$ cat src/rtl/sequenciador_instrucoes_if.sv
// RAM and ULA ports of the instruction sequencer.
// The master side drives the strobes/addresses; the slave side returns read data and the ULA result.
interface sequenciador_instrucoes_if;
  logic [3:0] mem_addr;
  logic       mem_rd;
  logic       mem_we;
  logic [7:0] mem_wdata;
  logic [7:0] mem_rdata;
  logic       ula_en;
  logic [3:0] ula_opcode;
  logic [3:0] ula_operando;
  logic [7:0] ula_result;

  modport master (
    output mem_addr, mem_rd, mem_we, mem_wdata, ula_en, ula_opcode, ula_operando,
    input  mem_rdata, ula_result
  );

  modport slave (
    input  mem_addr, mem_rd, mem_we, mem_wdata, ula_en, ula_opcode, ula_operando,
    output mem_rdata, ula_result
  );
endinterface

$ cat src/rtl/sequenciador_instrucoes.sv
// Fetch/decode/execute sequencer owning A, B, PC and IR; 3 cycles per instruction, +1 for loads, +ULA_LAT for ALU ops.
// No backpressure: RAM answers the cycle after mem_rd and the ULA after exactly ULA_LAT cycles (1..4).
module sequenciador_instrucoes #(
  parameter logic [3:0] RESET_PC = 4'h0,
  parameter int         ULA_LAT  = 1
) (
  input  logic                             clk_i,
  input  logic                             rst_ni,
  input  logic                             start_i,
  sequenciador_instrucoes_if.master        bus_if,
  output logic [7:0]                       reg_a_o,
  output logic [7:0]                       reg_b_o,
  output logic [3:0]                       pc_o,
  output logic [7:0]                       ir_o,
  output logic                             busy_o,
  output logic                             halted_o
);

  localparam logic [2:0] S_IDLE   = 3'd0;
  localparam logic [2:0] S_FETCH  = 3'd1;
  localparam logic [2:0] S_DECODE = 3'd2;
  localparam logic [2:0] S_EXEC   = 3'd3;
  localparam logic [2:0] S_MEMWB  = 3'd4;
  localparam logic [2:0] S_ALUWB  = 3'd5;
  localparam logic [2:0] S_HALT   = 3'd6;

  localparam logic [2:0] LAT = 3'(ULA_LAT);

  logic [2:0] state_q, state_d;
  logic [3:0] pc_q, pc_d;
  logic [7:0] ir_q, ir_d;
  logic [7:0] a_q, a_d;
  logic [7:0] b_q, b_d;
  logic [2:0] cnt_q, cnt_d;

  logic [3:0] opcode;
  logic [3:0] operando;

  assign opcode   = ir_q[7:4];
  assign operando = ir_q[3:0];

  // Strobes are decoded from state so an asynchronous reset drops them in the same cycle.
  always_comb begin
    state_d          = state_q;
    pc_d             = pc_q;
    ir_d             = ir_q;
    a_d              = a_q;
    b_d              = b_q;
    cnt_d            = cnt_q;
    bus_if.mem_addr  = 4'h0;
    bus_if.mem_rd    = 1'b0;
    bus_if.mem_we    = 1'b0;
    bus_if.mem_wdata = 8'h00;
    bus_if.ula_en    = 1'b0;

    case (state_q)
      S_IDLE: begin
        if (start_i) state_d = S_FETCH;
      end
      S_FETCH: begin
        bus_if.mem_addr = pc_q;
        bus_if.mem_rd   = 1'b1;
        state_d         = S_DECODE;
      end
      S_DECODE: begin
        ir_d    = bus_if.mem_rdata;
        pc_d    = pc_q + 4'h1;
        state_d = S_EXEC;
      end
      S_EXEC: begin
        state_d = S_FETCH;
        case (opcode)
          4'h1, 4'h2: begin
            bus_if.mem_addr = operando;
            bus_if.mem_rd   = 1'b1;
            state_d         = S_MEMWB;
          end
          4'h3: begin
            bus_if.mem_addr  = operando;
            bus_if.mem_wdata = a_q;
            bus_if.mem_we    = 1'b1;
          end
          4'h4, 4'h5, 4'h6, 4'h7: begin
            bus_if.ula_en = 1'b1;
            cnt_d         = 3'd1;
            state_d       = S_ALUWB;
          end
          4'h8: pc_d = operando;
          4'h9: if (a_q == 8'h00) pc_d = operando;
          4'hF: state_d = S_HALT;
          default: ;
        endcase
      end
      S_MEMWB: begin
        if (opcode == 4'h1) a_d = bus_if.mem_rdata;
        else                b_d = bus_if.mem_rdata;
        state_d = S_FETCH;
      end
      S_ALUWB: begin
        // cnt_q is the number of cycles since the ula_en pulse.
        if (cnt_q == LAT) begin
          a_d     = bus_if.ula_result;
          state_d = S_FETCH;
        end else begin
          cnt_d = cnt_q + 3'd1;
        end
      end
      S_HALT: begin
        if (start_i) begin
          pc_d    = RESET_PC;
          state_d = S_FETCH;
        end
      end
      default: state_d = S_IDLE;
    endcase
  end

  always_ff @(posedge clk_i or negedge rst_ni) begin
    if (!rst_ni) begin
      state_q <= S_IDLE;
      pc_q    <= RESET_PC;
      ir_q    <= 8'h00;
      a_q     <= 8'h00;
      b_q     <= 8'h00;
      cnt_q   <= 3'd0;
    end else begin
      state_q <= state_d;
      pc_q    <= pc_d;
      ir_q    <= ir_d;
      a_q     <= a_d;
      b_q     <= b_d;
      cnt_q   <= cnt_d;
    end
  end

  assign bus_if.ula_opcode   = opcode;
  assign bus_if.ula_operando = operando;

  assign reg_a_o  = a_q;
  assign reg_b_o  = b_q;
  assign pc_o     = pc_q;
  assign ir_o     = ir_q;
  assign busy_o   = (state_q != S_IDLE) && (state_q != S_HALT);
  assign halted_o = (state_q == S_HALT);

endmodule

$ cat src/flat_wrapper.sv
// flat-port wrapper written by rule: the top's interface ports become plain ports
module sequenciador_instrucoes_flat 
#(
  parameter logic [3:0] RESET_PC = 4'h0,
  parameter int         ULA_LAT  = 1
)
  (clk_i, rst_ni, start_i, reg_a_o, reg_b_o, pc_o, ir_o, busy_o, halted_o, bus_if_mem_addr, bus_if_mem_rd, bus_if_mem_we, bus_if_mem_wdata, bus_if_ula_en, bus_if_ula_opcode, bus_if_ula_operando, bus_if_mem_rdata, bus_if_ula_result);
  sequenciador_instrucoes_if bus_if_i ();
  input  logic clk_i;
  input  logic rst_ni;
  input  logic start_i;
  output logic [7:0] reg_a_o;
  output logic [7:0] reg_b_o;
  output logic [3:0] pc_o;
  output logic [7:0] ir_o;
  output logic busy_o;
  output logic halted_o;
  output wire logic [$bits(bus_if_i.mem_addr)-1:0] bus_if_mem_addr;
  output wire logic [$bits(bus_if_i.mem_rd)-1:0] bus_if_mem_rd;
  output wire logic [$bits(bus_if_i.mem_we)-1:0] bus_if_mem_we;
  output wire logic [$bits(bus_if_i.mem_wdata)-1:0] bus_if_mem_wdata;
  output wire logic [$bits(bus_if_i.ula_en)-1:0] bus_if_ula_en;
  output wire logic [$bits(bus_if_i.ula_opcode)-1:0] bus_if_ula_opcode;
  output wire logic [$bits(bus_if_i.ula_operando)-1:0] bus_if_ula_operando;
  input wire logic [$bits(bus_if_i.mem_rdata)-1:0] bus_if_mem_rdata;
  input wire logic [$bits(bus_if_i.ula_result)-1:0] bus_if_ula_result;
  assign bus_if_mem_addr = bus_if_i.mem_addr;
  assign bus_if_mem_rd = bus_if_i.mem_rd;
  assign bus_if_mem_we = bus_if_i.mem_we;
  assign bus_if_mem_wdata = bus_if_i.mem_wdata;
  assign bus_if_ula_en = bus_if_i.ula_en;
  assign bus_if_ula_opcode = bus_if_i.ula_opcode;
  assign bus_if_ula_operando = bus_if_i.ula_operando;
  assign bus_if_i.mem_rdata = bus_if_mem_rdata;
  assign bus_if_i.ula_result = bus_if_ula_result;
  sequenciador_instrucoes #(.RESET_PC(RESET_PC), .ULA_LAT(ULA_LAT)) u_core (.clk_i(clk_i), .rst_ni(rst_ni), .start_i(start_i), .bus_if(bus_if_i), .reg_a_o(reg_a_o), .reg_b_o(reg_b_o), .pc_o(pc_o), .ir_o(ir_o), .busy_o(busy_o), .halted_o(halted_o));
endmodule
$ cat config.mk
export PLATFORM = sky130hd
export DESIGN_NAME = sequenciador_instrucoes_flat
export DESIGN_NICKNAME = d
export VERILOG_FILES = /design/src/rtl/sequenciador_instrucoes_if.sv /design/src/rtl/sequenciador_instrucoes.sv /design/src/flat_wrapper.sv
export SDC_FILE = /design/constraint.sdc
export NUM_CORES = 1
export LEC_CHECK = 0
export ABC_AREA = 1
export BUFFER_PORTS_ARGS = -buffer_cell sky130_fd_sc_hd__buf_4
export CAP_MARGIN = 5
export CORE_ASPECT_RATIO = 1.2
export CORE_MARGIN = 2
export CORE_UTILIZATION = 49
export CTS_BUF_LIST = sky130_fd_sc_hd__clkbuf_16
export DETAILED_ROUTE_END_ITERATION = 8
export PLACE_DENSITY_LB_ADDON = 0.2
export SYNTH_ARGS = -nofsm -noshare
export SYNTH_HDL_FRONTEND = slang
export SYNTH_SLANG_ARGS = --single-unit
$ cat constraint.sdc
create_clock -name clk_i -period 1.5 [get_ports clk_i]
set_input_delay 0.225 -clock clk_i [delete_from_list [all_inputs] [get_ports clk_i]]
set_output_delay 0.225 -clock clk_i [all_outputs]
set_load 0.02 [all_outputs]
==> impl_metrics.yaml <==
clock_network:
  cts_tree: "done"
  clk_path_buf_depth: 2
  worstSkewPairLatency_ps: 290
  htreeDepth: 2
  clkSinkCount: 34
  clk_pin_slew_ps: 60
  numCtsBuffers: 5
  cts_root_buf: "clkbuf_16"
synthesis:
  synthFlopType: "dfrtp_1"
  yosysWarnings: 0
  netlist_top_cells_area: "dfrtp_1 45%, nand2_1 14%, o21ai_0 7.0%, inv_1 6.2%, nor2_1 3.6%"
  synth_edf_count: 0
  synth_seq_cells: 34
  synth-async-reset-ratio_pct: 100
  syn_inst: 247
  mappedNetlistArea_um2: 1870
  synth_fp_nets: 269
  yosysTopAreaCell: "dfrtp_1"
  synth_top_area_share_pct: 45.5
  ys_types: 26
  synth_most_common_cell: "nand2_1"
  ys_top_cells_by_count: "72 x nand2_1, 34 x dfrtp_1, 31 x inv_1"
  synth_seq_area_share_pct: 45.5
  synth.avg_cell_area_um2: 7.58
route:
  wire_per_inst_um: 15.9
  topRoutingLayerUsed: "met4"
  wl_met1_um: 2440
  drc: 0
  num_vias: 2146
  drt_pass1_iterations: 5
  ant_nets: 0
  dr_wl_met2_um: 3340
  dr_wl_met3_um: 428
  routed_via_density: 5.34
  drt-initial-drc-count: 190
  wirelength_um: 6390
timing:
  setup_viol: 21
  period_share_pct: 114
  max_freq_mhz: 585
  worst_pin_slew_ps: 442
  slew_headroom_pct: 70.5
  layout_min_cycle_time_ps: 1710
  setup_ws_ps: -209
  slew_viol_final: 0
  clock_skew_ps: 6.96
  hold_violations: 0
  grt_setup_unrepaired: "true"
cells_and_area:
  antenna_cells: 0
  drive_above_1_share_pct: 47.7
  area_growth_pct: 66.8
  design_area_um2: 3120
  final_nets: 371
  utilization_pct: 85.2
die:
  core_um2: 3660
  ios: 72
  initial_utilization_pct: 51.1
  dieHeight_um: 71.7
  die_area_um2: 4330
  fp.dieW_um: 60.4
  placementRows: 24
grt:
  grt_pass1_vias: 1956
  antenna_found_initial: 0
  track_usage_pct: 28.0
  grt_pass1_wl_um: 9030
  overflow: 0
  grt_max_degree: 35
critical_path:
  ff2ff_path_depth: 9
  r2r-end: "u_core.state_q[0]"
  ff2ff_setup_slack_ps: -30
  cp_data_arrival_time_ps: 1480
  startpoint_type: "register"
  crit_fanout: 5
  critPathKind: "register to primary output"
  critPathRequiredTime_ps: 1270
  r2r_start: "u_core.ir_o[5]"
  cp-end-kind: "primary output"
  startpoint: "u_core.ir_o[7]"
pwr:
  finalPower_mw: 7.89
  p_per_area_nw_per_um2: 2530
  vdd_drop_max_mv: 1.43
  power.leakage_nw: 1.58
hold_path:
  min_from: "start_i"
  min_to: "u_core.state_q[1]"
  hold_class: "primary input to register"
  hold_path_depth: 2
place:
  port_buffers: 71
  globalplace.congestion: 0.882
  place_ws_ps: -5.02
  hpwl_um: 3550
  dpl_cell_area_um2: 2500
status:
  violations: "negative setup slack"
  status: "complete, but fails checks"
flow_run:
  cap_viol_max_count: 0
==> repair_timing <==
| item | 4_1_cts | 5_1_grt |
|---|---|---|
| cloned | 1 | 1 |
| endpoints found under the hold margin | 34 | 0 |
| gates resized for setup | 32 | 50 |
| buffers inserted | 12 | 12 |
| hold buffers | 1 | 0 |
| pin swaps | 8 | 17 |
| endpoints found under the setup margin | 24 | 45 |
==> routing by layer <==
layer	GRT usage (%)	vias to the layer above
met5	0	-
met4	12.1	0
met3	6.50	19
met2	47.0	111
met1	33.8	1021
li1	-	995
==> cells in the final DEF, fill, tap and decap left out, types with 2 or more instances in the layout <==
master | synthesis | routed
a21oi_1 | 3 | 3
buf_12 | 0 | 2
buf_4 | 8 | 83
buf_6 | 1 | 20
clkbuf_16 | 0 | 5
dfrtp_1 | 34 | 31
dfrtp_2 | 0 | 3
ha_1 | 3 | 3
inv_1 | 31 | 26
inv_2 | 4 | 9
nand2_1 | 72 | 57
nand2_2 | 2 | 11
nand2_4 | 0 | 6
nand3_1 | 13 | 9
nand3_2 | 0 | 2
nand3_4 | 0 | 2
nand4_1 | 3 | 3
nor2_1 | 18 | 6
nor2_2 | 0 | 4
nor2_4 | 2 | 10
o21ai_0 | 26 | 26
o21ai_1 | 9 | 8
o21ai_2 | 1 | 2
o22ai_1 | 5 | 2
o22ai_2 | 0 | 3
o31ai_4 | 1 | 2
==> registers in the layout (all words and copies together), names as in the netlist <==
signal	cells
u_core.cnt_q	3
u_core.ir_o	8
u_core.pc_o	4
u_core.reg_a_o	8
u_core.reg_b_o	8
u_core.state_q	3
==> worst max-delay path by stage <==
stage / slack [ps] / depth (start not counted) / end
2_1_floorplan: -50 / 5 / bus_if_mem_addr[0]
4_1_cts: -180 / 6 / bus_if_mem_addr[3]
5_1_grt: -260 / 7 / bus_if_mem_addr[1]
3_5_place_dp: -5 / 6 / u_core.reg_a_o[2]
6_report: -210 / 5 / bus_if_mem_wdata[2]
3_3_place_gp: 40 / 5 / bus_if_mem_addr[0]
==> final cells by class <==
class | count | area (µm²)
multi-input cells | 167 | 1030
repair buffers | 106 | 898
flip-flops and latches | 34 | 855
fillers | 192 | 542
inverters | 35 | 131
clock buffers | 5 | 125
well taps | 52 | 65.1
clock inverters | 3 | 16.3
==> logic make-up (layout without fill, tap and decap cells) <==
family / after synthesis / in the layout / synth area share (%)
and+or+nand+nor: 112 / 112 / 24.9
buffers and inverters: 47 / 149 / 11.6
adders and majority gates: 3 / 3 / 2.01
DFF: 34 / 34 / 45.5
xor gates and xnor gates: 2 / 2 / 0.936
AOI/OAI and AO/OA: 49 / 50 / 15.0
==> critical path: stages, from the launching register on <==
cell     delay [ps]
dfrtp_2         470
nor3_4          240
nand2_2         110
buf_6           140
nor2_1           90
buf_4           150
==> through the flow <==
step / setup TNS, ps / hold slack [ps] / instances
final: -2770 / 215 / 402
after global routing: -4120 / 239 / 402
after CTS: -2570 / 226 / 392
after detailed placement: -13.0 / 200 / 371
after global placement: 0 / 195 / 371
after floorplan: -474 / -70.6 / 247
==> power by group <==
group          switching, mW  internal, mW
Clock                  0.389         0.605
Sequential             0.441          1.38
Combinational           2.92          2.15
(Power assumes the default switching activity.)
